===== src/rtl/tdc_meas_arbiter_if.sv =====
// Measurement-in / UART-out bus of the TDC measurement arbiter.
// The arbiter is the master: it consumes measurements and drives the UART start.
interface tdc_meas_arbiter_if #(
    parameter int NCH = 4,
    parameter int MW  = 40
);
    localparam int CHW = (NCH > 1) ? $clog2(NCH) : 1;

    logic [NCH*MW-1:0]  meas_data;
    logic [NCH-1:0]     meas_valid;
    logic               tx_busy;
    logic [CHW+MW-1:0]  tx_data;
    logic               tx_start;

    modport master (
        input  meas_data,
        input  meas_valid,
        input  tx_busy,
        output tx_data,
        output tx_start
    );

    modport slave (
        output meas_data,
        output meas_valid,
        output tx_busy,
        input  tx_data,
        input  tx_start
    );
endinterface


===== src/rtl/tdc_meas_arbiter.sv =====
// Per-channel measurement FIFOs feeding one UART transmitter in round-robin order.
// Each outgoing word is {channel index, measurement}; full FIFOs drop and count.
module tdc_meas_arbiter #(
    parameter int NCH     = 4,
    parameter int MW      = 40,
    parameter int DEPTH   = 4,
    parameter int DROP_CW = 8
) (
    input  logic                   clk,
    input  logic                   rst,
    tdc_meas_arbiter_if.master     bus,
    input  logic                   clear_ovf,
    output logic [NCH-1:0]         pending,
    output logic [NCH-1:0]         overflow,
    output logic [NCH*DROP_CW-1:0] drop_count
);
    localparam int CHW = (NCH > 1) ? $clog2(NCH) : 1;
    localparam int AW  = $clog2(DEPTH);
    localparam int CW  = AW + 1;
    localparam logic [CW-1:0]      FULL_CNT = CW'(DEPTH);
    localparam logic [DROP_CW-1:0] DROP_MAX = '1;
    localparam logic [DROP_CW-1:0] DROP_ONE = DROP_CW'(1);
    localparam logic [CHW:0]       NCH_W    = (CHW+1)'(NCH);

    typedef enum logic [1:0] {
        ST_IDLE      = 2'd0,
        ST_WAIT_ACK  = 2'd1,
        ST_WAIT_DONE = 2'd2
    } state_t;

    state_t state_r, state_s;

    logic [MW-1:0]     mem_r      [NCH][DEPTH];
    logic [AW-1:0]     wr_ptr_r   [NCH];
    logic [AW-1:0]     rd_ptr_r   [NCH];
    logic [CW-1:0]     cnt_r      [NCH];
    logic [CW-1:0]     cnt_next_s [NCH];
    logic [NCH-1:0]    push_s, pop_s, drop_s;
    logic [CHW-1:0]    last_grant_r, grant_s;
    logic [CHW:0]      sum_s, idx_s;
    logic              grant_vld_s;
    logic [MW-1:0]     head_s;
    logic              tx_start_r;
    logic [CHW+MW-1:0] tx_data_r;

    // Round-robin search: scanning from the far end down lets the nearest pending channel win.
    always_comb begin
        grant_s = last_grant_r;
        sum_s   = '0;
        idx_s   = '0;
        for (int k = NCH; k >= 1; k--) begin
            sum_s   = {1'b0, last_grant_r} + (CHW+1)'(k);
            idx_s   = (sum_s >= NCH_W) ? (sum_s - NCH_W) : sum_s;
            grant_s = pending[idx_s[CHW-1:0]] ? idx_s[CHW-1:0] : grant_s;
        end
        grant_vld_s = (state_r == ST_IDLE) && !bus.tx_busy && (|pending);
        head_s      = mem_r[grant_s][rd_ptr_r[grant_s]];
    end

    // Per-channel push/pop/drop decisions; a pop frees the slot a same-cycle push needs.
    always_comb begin
        for (int i = 0; i < NCH; i++) begin
            pop_s[i]  = grant_vld_s && (grant_s == CHW'(i));
            push_s[i] = bus.meas_valid[i] && ((cnt_r[i] != FULL_CNT) || pop_s[i]);
            drop_s[i] = bus.meas_valid[i] && (cnt_r[i] == FULL_CNT) && !pop_s[i];
            case ({push_s[i], pop_s[i]})
                2'b10:   cnt_next_s[i] = cnt_r[i] + 1'b1;
                2'b01:   cnt_next_s[i] = cnt_r[i] - 1'b1;
                default: cnt_next_s[i] = cnt_r[i];
            endcase
        end
    end

    // Arbiter next-state logic.
    always_comb begin
        state_s = state_r;
        case (state_r)
            ST_IDLE: begin
                if (grant_vld_s) state_s = ST_WAIT_ACK;
                else             state_s = ST_IDLE;
            end
            ST_WAIT_ACK: begin
                if (bus.tx_busy) state_s = ST_WAIT_DONE;
                else             state_s = ST_WAIT_ACK;
            end
            ST_WAIT_DONE: begin
                if (!bus.tx_busy) state_s = ST_IDLE;
                else              state_s = ST_WAIT_DONE;
            end
            default: state_s = ST_IDLE;
        endcase
    end

    // Arbiter state register.
    always_ff @(posedge clk) begin
        if (rst) state_r <= ST_IDLE;
        else     state_r <= state_s;
    end

    // Grant outputs; tx_data holds until the next grant.
    always_ff @(posedge clk) begin
        if (rst) begin
            tx_start_r   <= 1'b0;
            tx_data_r    <= '0;
            last_grant_r <= CHW'(NCH - 1);
        end else begin
            tx_start_r <= grant_vld_s;
            if (grant_vld_s) begin
                tx_data_r    <= {grant_s, head_s};
                last_grant_r <= grant_s;
            end
        end
    end

    // FIFO storage; contents are don't-care while the count says empty.
    always_ff @(posedge clk) begin
        for (int i = 0; i < NCH; i++) begin
            if (push_s[i]) mem_r[i][wr_ptr_r[i]] <= bus.meas_data[i*MW +: MW];
        end
    end

    // FIFO pointers, fill level and drop bookkeeping; a drop beats a same-cycle clear.
    always_ff @(posedge clk) begin
        if (rst) begin
            for (int i = 0; i < NCH; i++) begin
                wr_ptr_r[i] <= '0;
                rd_ptr_r[i] <= '0;
                cnt_r[i]    <= '0;
            end
            pending    <= '0;
            overflow   <= '0;
            drop_count <= '0;
        end else begin
            for (int i = 0; i < NCH; i++) begin
                if (push_s[i]) wr_ptr_r[i] <= wr_ptr_r[i] + 1'b1;
                if (pop_s[i])  rd_ptr_r[i] <= rd_ptr_r[i] + 1'b1;
                cnt_r[i]   <= cnt_next_s[i];
                pending[i] <= (cnt_next_s[i] != '0);
                if (drop_s[i]) begin
                    overflow[i] <= 1'b1;
                    if (clear_ovf)
                        drop_count[i*DROP_CW +: DROP_CW] <= DROP_ONE;
                    else if (drop_count[i*DROP_CW +: DROP_CW] != DROP_MAX)
                        drop_count[i*DROP_CW +: DROP_CW] <= drop_count[i*DROP_CW +: DROP_CW] + 1'b1;
                end else if (clear_ovf) begin
                    overflow[i]                      <= 1'b0;
                    drop_count[i*DROP_CW +: DROP_CW] <= '0;
                end
            end
        end
    end

    assign bus.tx_start = tx_start_r;
    assign bus.tx_data  = tx_data_r;
endmodule


===== src/flat_wrapper.sv =====
// flat-port wrapper written by rule: the top's interface ports become plain ports
module tdc_meas_arbiter_flat 
#(
    parameter int NCH     = 4,
    parameter int MW      = 40,
    parameter int DEPTH   = 4,
    parameter int DROP_CW = 8
)
  (clk, rst, clear_ovf, pending, overflow, drop_count, bus_meas_data, bus_meas_valid, bus_tx_busy, bus_tx_data, bus_tx_start);
  tdc_meas_arbiter_if #(.NCH(NCH), .MW(MW)) bus_i ();
  input  logic clk;
  input  logic rst;
  input  logic clear_ovf;
  output logic [NCH-1:0] pending;
  output logic [NCH-1:0] overflow;
  output logic [NCH*DROP_CW-1:0] drop_count;
  input wire logic [$bits(bus_i.meas_data)-1:0] bus_meas_data;
  input wire logic [$bits(bus_i.meas_valid)-1:0] bus_meas_valid;
  input wire logic [$bits(bus_i.tx_busy)-1:0] bus_tx_busy;
  output wire logic [$bits(bus_i.tx_data)-1:0] bus_tx_data;
  output wire logic [$bits(bus_i.tx_start)-1:0] bus_tx_start;
  assign bus_i.meas_data = bus_meas_data;
  assign bus_i.meas_valid = bus_meas_valid;
  assign bus_i.tx_busy = bus_tx_busy;
  assign bus_tx_data = bus_i.tx_data;
  assign bus_tx_start = bus_i.tx_start;
  tdc_meas_arbiter #(.NCH(NCH), .MW(MW), .DEPTH(DEPTH), .DROP_CW(DROP_CW)) u_core (.clk(clk), .rst(rst), .bus(bus_i), .clear_ovf(clear_ovf), .pending(pending), .overflow(overflow), .drop_count(drop_count));
endmodule

===== config.mk =====
export PLATFORM = sky130hd
export DESIGN_NAME = tdc_meas_arbiter_flat
export DESIGN_NICKNAME = d
export VERILOG_FILES = /design/src/rtl/tdc_meas_arbiter_if.sv /design/src/rtl/tdc_meas_arbiter.sv /design/src/flat_wrapper.sv
export SDC_FILE = /design/constraint.sdc
export NUM_CORES = 1
export LEC_CHECK = 0
export ABC_CLOCK_PERIOD_IN_PS = 9170
export CORE_MARGIN = 1.5
export CORE_UTILIZATION = 30
export CTS_CLUSTER_SIZE = 30
export DETAILED_ROUTE_END_ITERATION = 8
export SYNTH_ARGS = -nofsm -noshare
export SYNTH_HDL_FRONTEND = slang
export SYNTH_SLANG_ARGS = --single-unit

===== constraint.sdc =====
create_clock -name clk -period 9.17 [get_ports clk]
set_input_delay 0.917 -clock clk [delete_from_list [all_inputs] [get_ports clk]]
set_output_delay 0.917 -clock clk [all_outputs]
set_load 0.005 [all_outputs]

==> parameters.txt <==
Parameter                              Value

Finish
  Fill cell count ... between 9000 and 10000
  Final cell utilization of the core ... between 30% and 40%
  Most common cell after layout, fill and taps aside ... sky130_fd_sc_hd__edfxtp_1
  Area used by sequential logic in the layout ... around 0.022 mm²
  Non-filler cells in the finished layout ... slightly below 4000
  Most used cells in the layout excluding fill and tap cells ... 656 x sky130_fd_sc_hd__edfxtp_1, 249 x sky130_fd_sc_hd__clkdlybuf4s50_1, 175 x sky130_fd_sc_hd__a21oi_1
  Post-route standard cell area excluding fillers ... about 0.038 mm²
  Relative area change from synthesis to final layout ... 21.7%
  Fraction of layout instances using a drive strength above 1 ... 12.7%
  Area of the multi-input gates ... roughly 0.0083 mm²
  Number of nets in the layout ... 2643

Setup path
  Most frequent CP cell ... sky130_fd_sc_hd__buf_4
  CP cell instances ... nand2b_2 > o21ai_2 > a221o_1 > o211ai_4 > buf_4 > nand3_2 > buf_4 > o221ai_1 > a21oi_1 > a211oi_2
  Critical Path Max Stage Delay ... 0.84 ns
  Critical path startpoint category ... flop
  CP delay by family, top ... compound AO/OA/AOI/OAI gates
  Critical path buffers and inverters ... 2
  Worst Setup SP ... u_core.last_grant_r[0]
  Slowest cell on the critical path ... sky130_fd_sc_hd__nand3_2
  Register-to-Register Path Depth ... 10
  Req. time, crit path ... about 9.7 ns
  Arrival time reported for the critical path endpoint ... roughly 5.0 ns
  Flop2flop setup slack ... 4.79 ns
  Reg-to-reg critical path endpoint ... u_core.bus.tx_data[20]
  Critical path fanouts, max ... 83
  Stages on the worst setup path ... 10
  Startpoint of the worst register-to-register path ... u_core.last_grant_r[0]
  Capturing element of the worst setup path ... u_core.bus.tx_data[20]
  Capturing element type of the critical path ... flop
  Worst setup path class ... reg -> reg

Global routing
  Global-route usage over all layers ... between 10% and 20%
  Grt ovf ... 0
  Antenna violations before repair ... 22
  Vias in the first global route ... 19400
  Pin count of the biggest net entering global routing ... 84
  Wire length of the first global-routing pass ... approximately 130000 µm

CTS
  Post-cts repair resize count ... 0
  TritonCTS clock tree ... done
  Setup bufs post-CTS ... 0
  Total clock buffers created by CTS ... 84
  Count of hold buffers inserted by post-cts repair ... 0
  Clock Tree Root ... sky130_fd_sc_hd__clkbuf_16
  Bufs on Longest Clock Path ... 3
  # H-tree levels ... 3
  Total clock sinks ... around 760
  Clk slew on worst S/H paths ... roughly 0.060 ns
  Clock latency on the worst-skew pair ... 0.65 ns

Floorplanning
  Floorplan die height ... about 320 µm
  Die area ... around 0.11 mm²
  Number of primary I/O pins ... 251
  Std cell rows ... around 120
  Chip Width ... between 300 and 400 µm
  Floorplan core area ... between 0.1 and 0.15 mm²
  Starting utilization of the core area ... a little under a third

Yosys
  Synth Area in Compound Gates ... between 10% and 20%
  Fraction of registers with async set or reset after synthesis ... 0%
  Cell count after synthesis ... about 2200
  Xor and xnor area share after synthesis ... around 1%
  Main flop type after synthesis ... sky130_fd_sc_hd__edfxtp_1
  Area fraction in and, or, nand and nor cells after synthesis ... 7.92%
  Largest family of logic cells by synthesized area ... compound AO/OA/AOI/OAI gates
  Cell Area, Synth ... ~0.031 mm²
  Flip-flop and latch count after synthesis ... approximately 760
  Register area share after synthesis ... a little over two thirds
  Post-Synth Adder-Cell Area ... 1.23%
  Mean instance size in the synthesized netlist ... ~14 µm²
  Count of flip-flops with a built-in enable after synthesis ... between 600 and 700
  Warnings from Yosys ... 0
  Post-synthesis mux area share ... under 10%
  Synthesized Nets ... 2404
  Distinct cells, synth ... 63

Timing
  Final Cycle Share ... a little under half
  RSZ-0062 raised after global routing ... no
  Setup ws final ... about 4.8 ns
  Hold Fails Final Rpt ... 0
  Shortest clock period the worst path allows after layout ... about 4.4 ns
  Final setup violating endpoints ... 0
  Slew at the pin closest to its max-slew limit ... approximately 1.0 ns
  Skew final ... roughly 0.029 ns
  Highest Clock Rate ... 228 MHz
  Setup tns final ... 0 ns
  Pins Over Slew Limit ... 0
  Remaining max-slew budget at the tightest pin ... 30.7%

Placed design
  PortBufs ... 250
  Placement-stage cell area ... approximately 0.035 mm²
  Post-detailed-placement half-perimeter wirelength ... ~52000 µm
  Final GP Congestion ... ~0.78
  Place WS ... roughly 4.8 ns
  Placed cells ... roughly 3700

Power
  Power density relative to cell area ... around 340 mW/mm²
  Leakage Power ... between 10 and 15 nW
  Power share of the clock group ... between 20% and 30%
  VDD IR max ... about 0.0006 V
  Proportion of total power due to net switching ... just under 40%
  Internal power ... between 0.007 and 0.008 W
  NetSw ... ~0.0050 W
  Sequential fraction of design power ... 34.5%
  Combinational share of power ... about two fifths

Detailed routing
  Total wirelength of the detailed-routed design ... slightly above 90000 µm
  Overall via count from detail_route ... 19800
  Vias per cell ... 5.10
  Number of DRC markers after the initial detailed-route iteration ... about 1500
  DR WL/cell ... ~24 µm
  Detailed Routing Iterations Pass 1 ... 7
  Residual DRC count ... 0
  ANT nets after route ... 0

Status
  Run status ... finished, final reports clean

Min path
  Class of the worst hold path ... reg -> reg
  Worst hold path stage count ... 2

Flow run
  Max-cap check violation count ... 0
==> through the flow <==
| step | power [W] | hold WS [ns] |
|---|---|---|
| floorplan | 0.00768 | 0.453 |
| global placement | 0.00945 | 0.455 |
| detailed placement | 0.00950 | 0.456 |
| CTS | 0.0128 | 0.475 |
| global route | 0.0134 | 0.517 |
| finish | 0.0127 | 0.475 |
==> layout make-up <==
type	instances	area share [%]
clock buffer	127	6.38
sequential	755	57.5
timing repair buffer	290	7.42
tap	1368	4.54
antenna	3	0.0199
clock inverter	30	0.873
inverter	112	1.12
multi-input combinational	1204	22.1
==> synthesized netlist by cell type, types with 22 or more instances <==
| cell type | count | area [µm²] |
|---|---|---|
| sky130_fd_sc_hd__and3_1 | 96 | 601 |
| sky130_fd_sc_hd__edfxtp_1 | 656 | 19700 |
| sky130_fd_sc_hd__o21ai_0 | 51 | 255 |
| sky130_fd_sc_hd__ha_1 | 24 | 300 |
| sky130_fd_sc_hd__a211oi_1 | 138 | 1040 |
| sky130_fd_sc_hd__o221ai_1 | 66 | 578 |
| sky130_fd_sc_hd__nor2b_1 | 41 | 257 |
| sky130_fd_sc_hd__nand3_1 | 23 | 115 |
| sky130_fd_sc_hd__xor2_1 | 23 | 201 |
| sky130_fd_sc_hd__mux2_2 | 78 | 878 |
| sky130_fd_sc_hd__mux2i_1 | 44 | 440 |
| sky130_fd_sc_hd__o22ai_1 | 38 | 238 |
| sky130_fd_sc_hd__inv_1 | 112 | 420 |
| sky130_fd_sc_hd__buf_2 | 41 | 205 |
| sky130_fd_sc_hd__a211oi_2 | 22 | 275 |
| sky130_fd_sc_hd__nor2_1 | 62 | 233 |
| sky130_fd_sc_hd__a21oi_1 | 175 | 876 |
| sky130_fd_sc_hd__nand2_1 | 151 | 567 |
| sky130_fd_sc_hd__or3_1 | 44 | 275 |
| sky130_fd_sc_hd__dfxtp_1 | 99 | 1980 |
| sky130_fd_sc_hd__clkbuf_1 | 81 | 304 |
==> flip-flops by register name, summed over array words and instances (netlist names) <==
signal               cells
u_core.mem_r           640
u_core.bus.tx_data      42
u_core.drop_count       32
u_core.cnt_r            12
u_core.rd_ptr_r          8
u_core.wr_ptr_r          8
u_core.overflow          4
u_core.pending           4
u_core.last_grant_r      2
u_core.state_r           2
u_core.bus.tx_start      1
==> power by group through the flow <==
stage          Clock [W]  Combinational (W)  Sequential (W)
6_report         0.00331            0.00503         0.00440
5_1_grt          0.00351            0.00543         0.00443
4_1_cts          0.00337            0.00506         0.00440
3_5_place_dp           0            0.00504         0.00447
3_3_place_gp           0            0.00499         0.00446
2_1_floorplan          0            0.00331         0.00438
==> routing by layer <==
metal | up-vias | track usage [%] | part of all wire, %
li1 | 8961 | - | -
met3 | 169 | 5.06 | 8.4
met5 | - | 0 | 0.23
met1 | 9977 | 22.8 | 43
met4 | 34 | 4.51 | 2.1
met2 | 693 | 27.4 | 46
==> worst register-to-register path, stage by stage, from the launching register on <==
cell and delay [ns]:
sky130_fd_sc_hd__dfxtp_1 0.42, sky130_fd_sc_hd__nand2b_2 0.18, sky130_fd_sc_hd__o21ai_2 0.08, sky130_fd_sc_hd__a221o_1 0.60, sky130_fd_sc_hd__o211ai_4 0.16, sky130_fd_sc_hd__buf_4 0.81
sky130_fd_sc_hd__nand3_2 0.86, sky130_fd_sc_hd__buf_4 0.54, sky130_fd_sc_hd__o221ai_1 0.30, sky130_fd_sc_hd__a21oi_1 0.13, sky130_fd_sc_hd__a211oi_2 0.23
==> how the worst min path moves through the flow <==
stage                            from                      to  slack, ns
2_1_floorplan  u_core.bus.tx_data[41]  u_core.bus.tx_data[41]       0.45
5_1_grt        u_core.bus.tx_data[41]  u_core.bus.tx_data[41]       0.52
6_report       u_core.bus.tx_data[41]  u_core.bus.tx_data[41]       0.48
4_1_cts        u_core.bus.tx_data[41]  u_core.bus.tx_data[41]       0.48
3_3_place_gp   u_core.bus.tx_data[41]  u_core.bus.tx_data[41]       0.46
3_5_place_dp   u_core.bus.tx_data[41]  u_core.bus.tx_data[41]       0.46
==> kinds of logic after synthesis <==
kind of cell,count (synthesis)
AOI/OAI and AO/OA,534
adders and majority gates,28
muxes,123
buffers and inverters,249
DFF,755
xor gates and xnor gates,36
and+or+nand+nor,483
No activity file was read; power rests on OpenSTA's default activity.
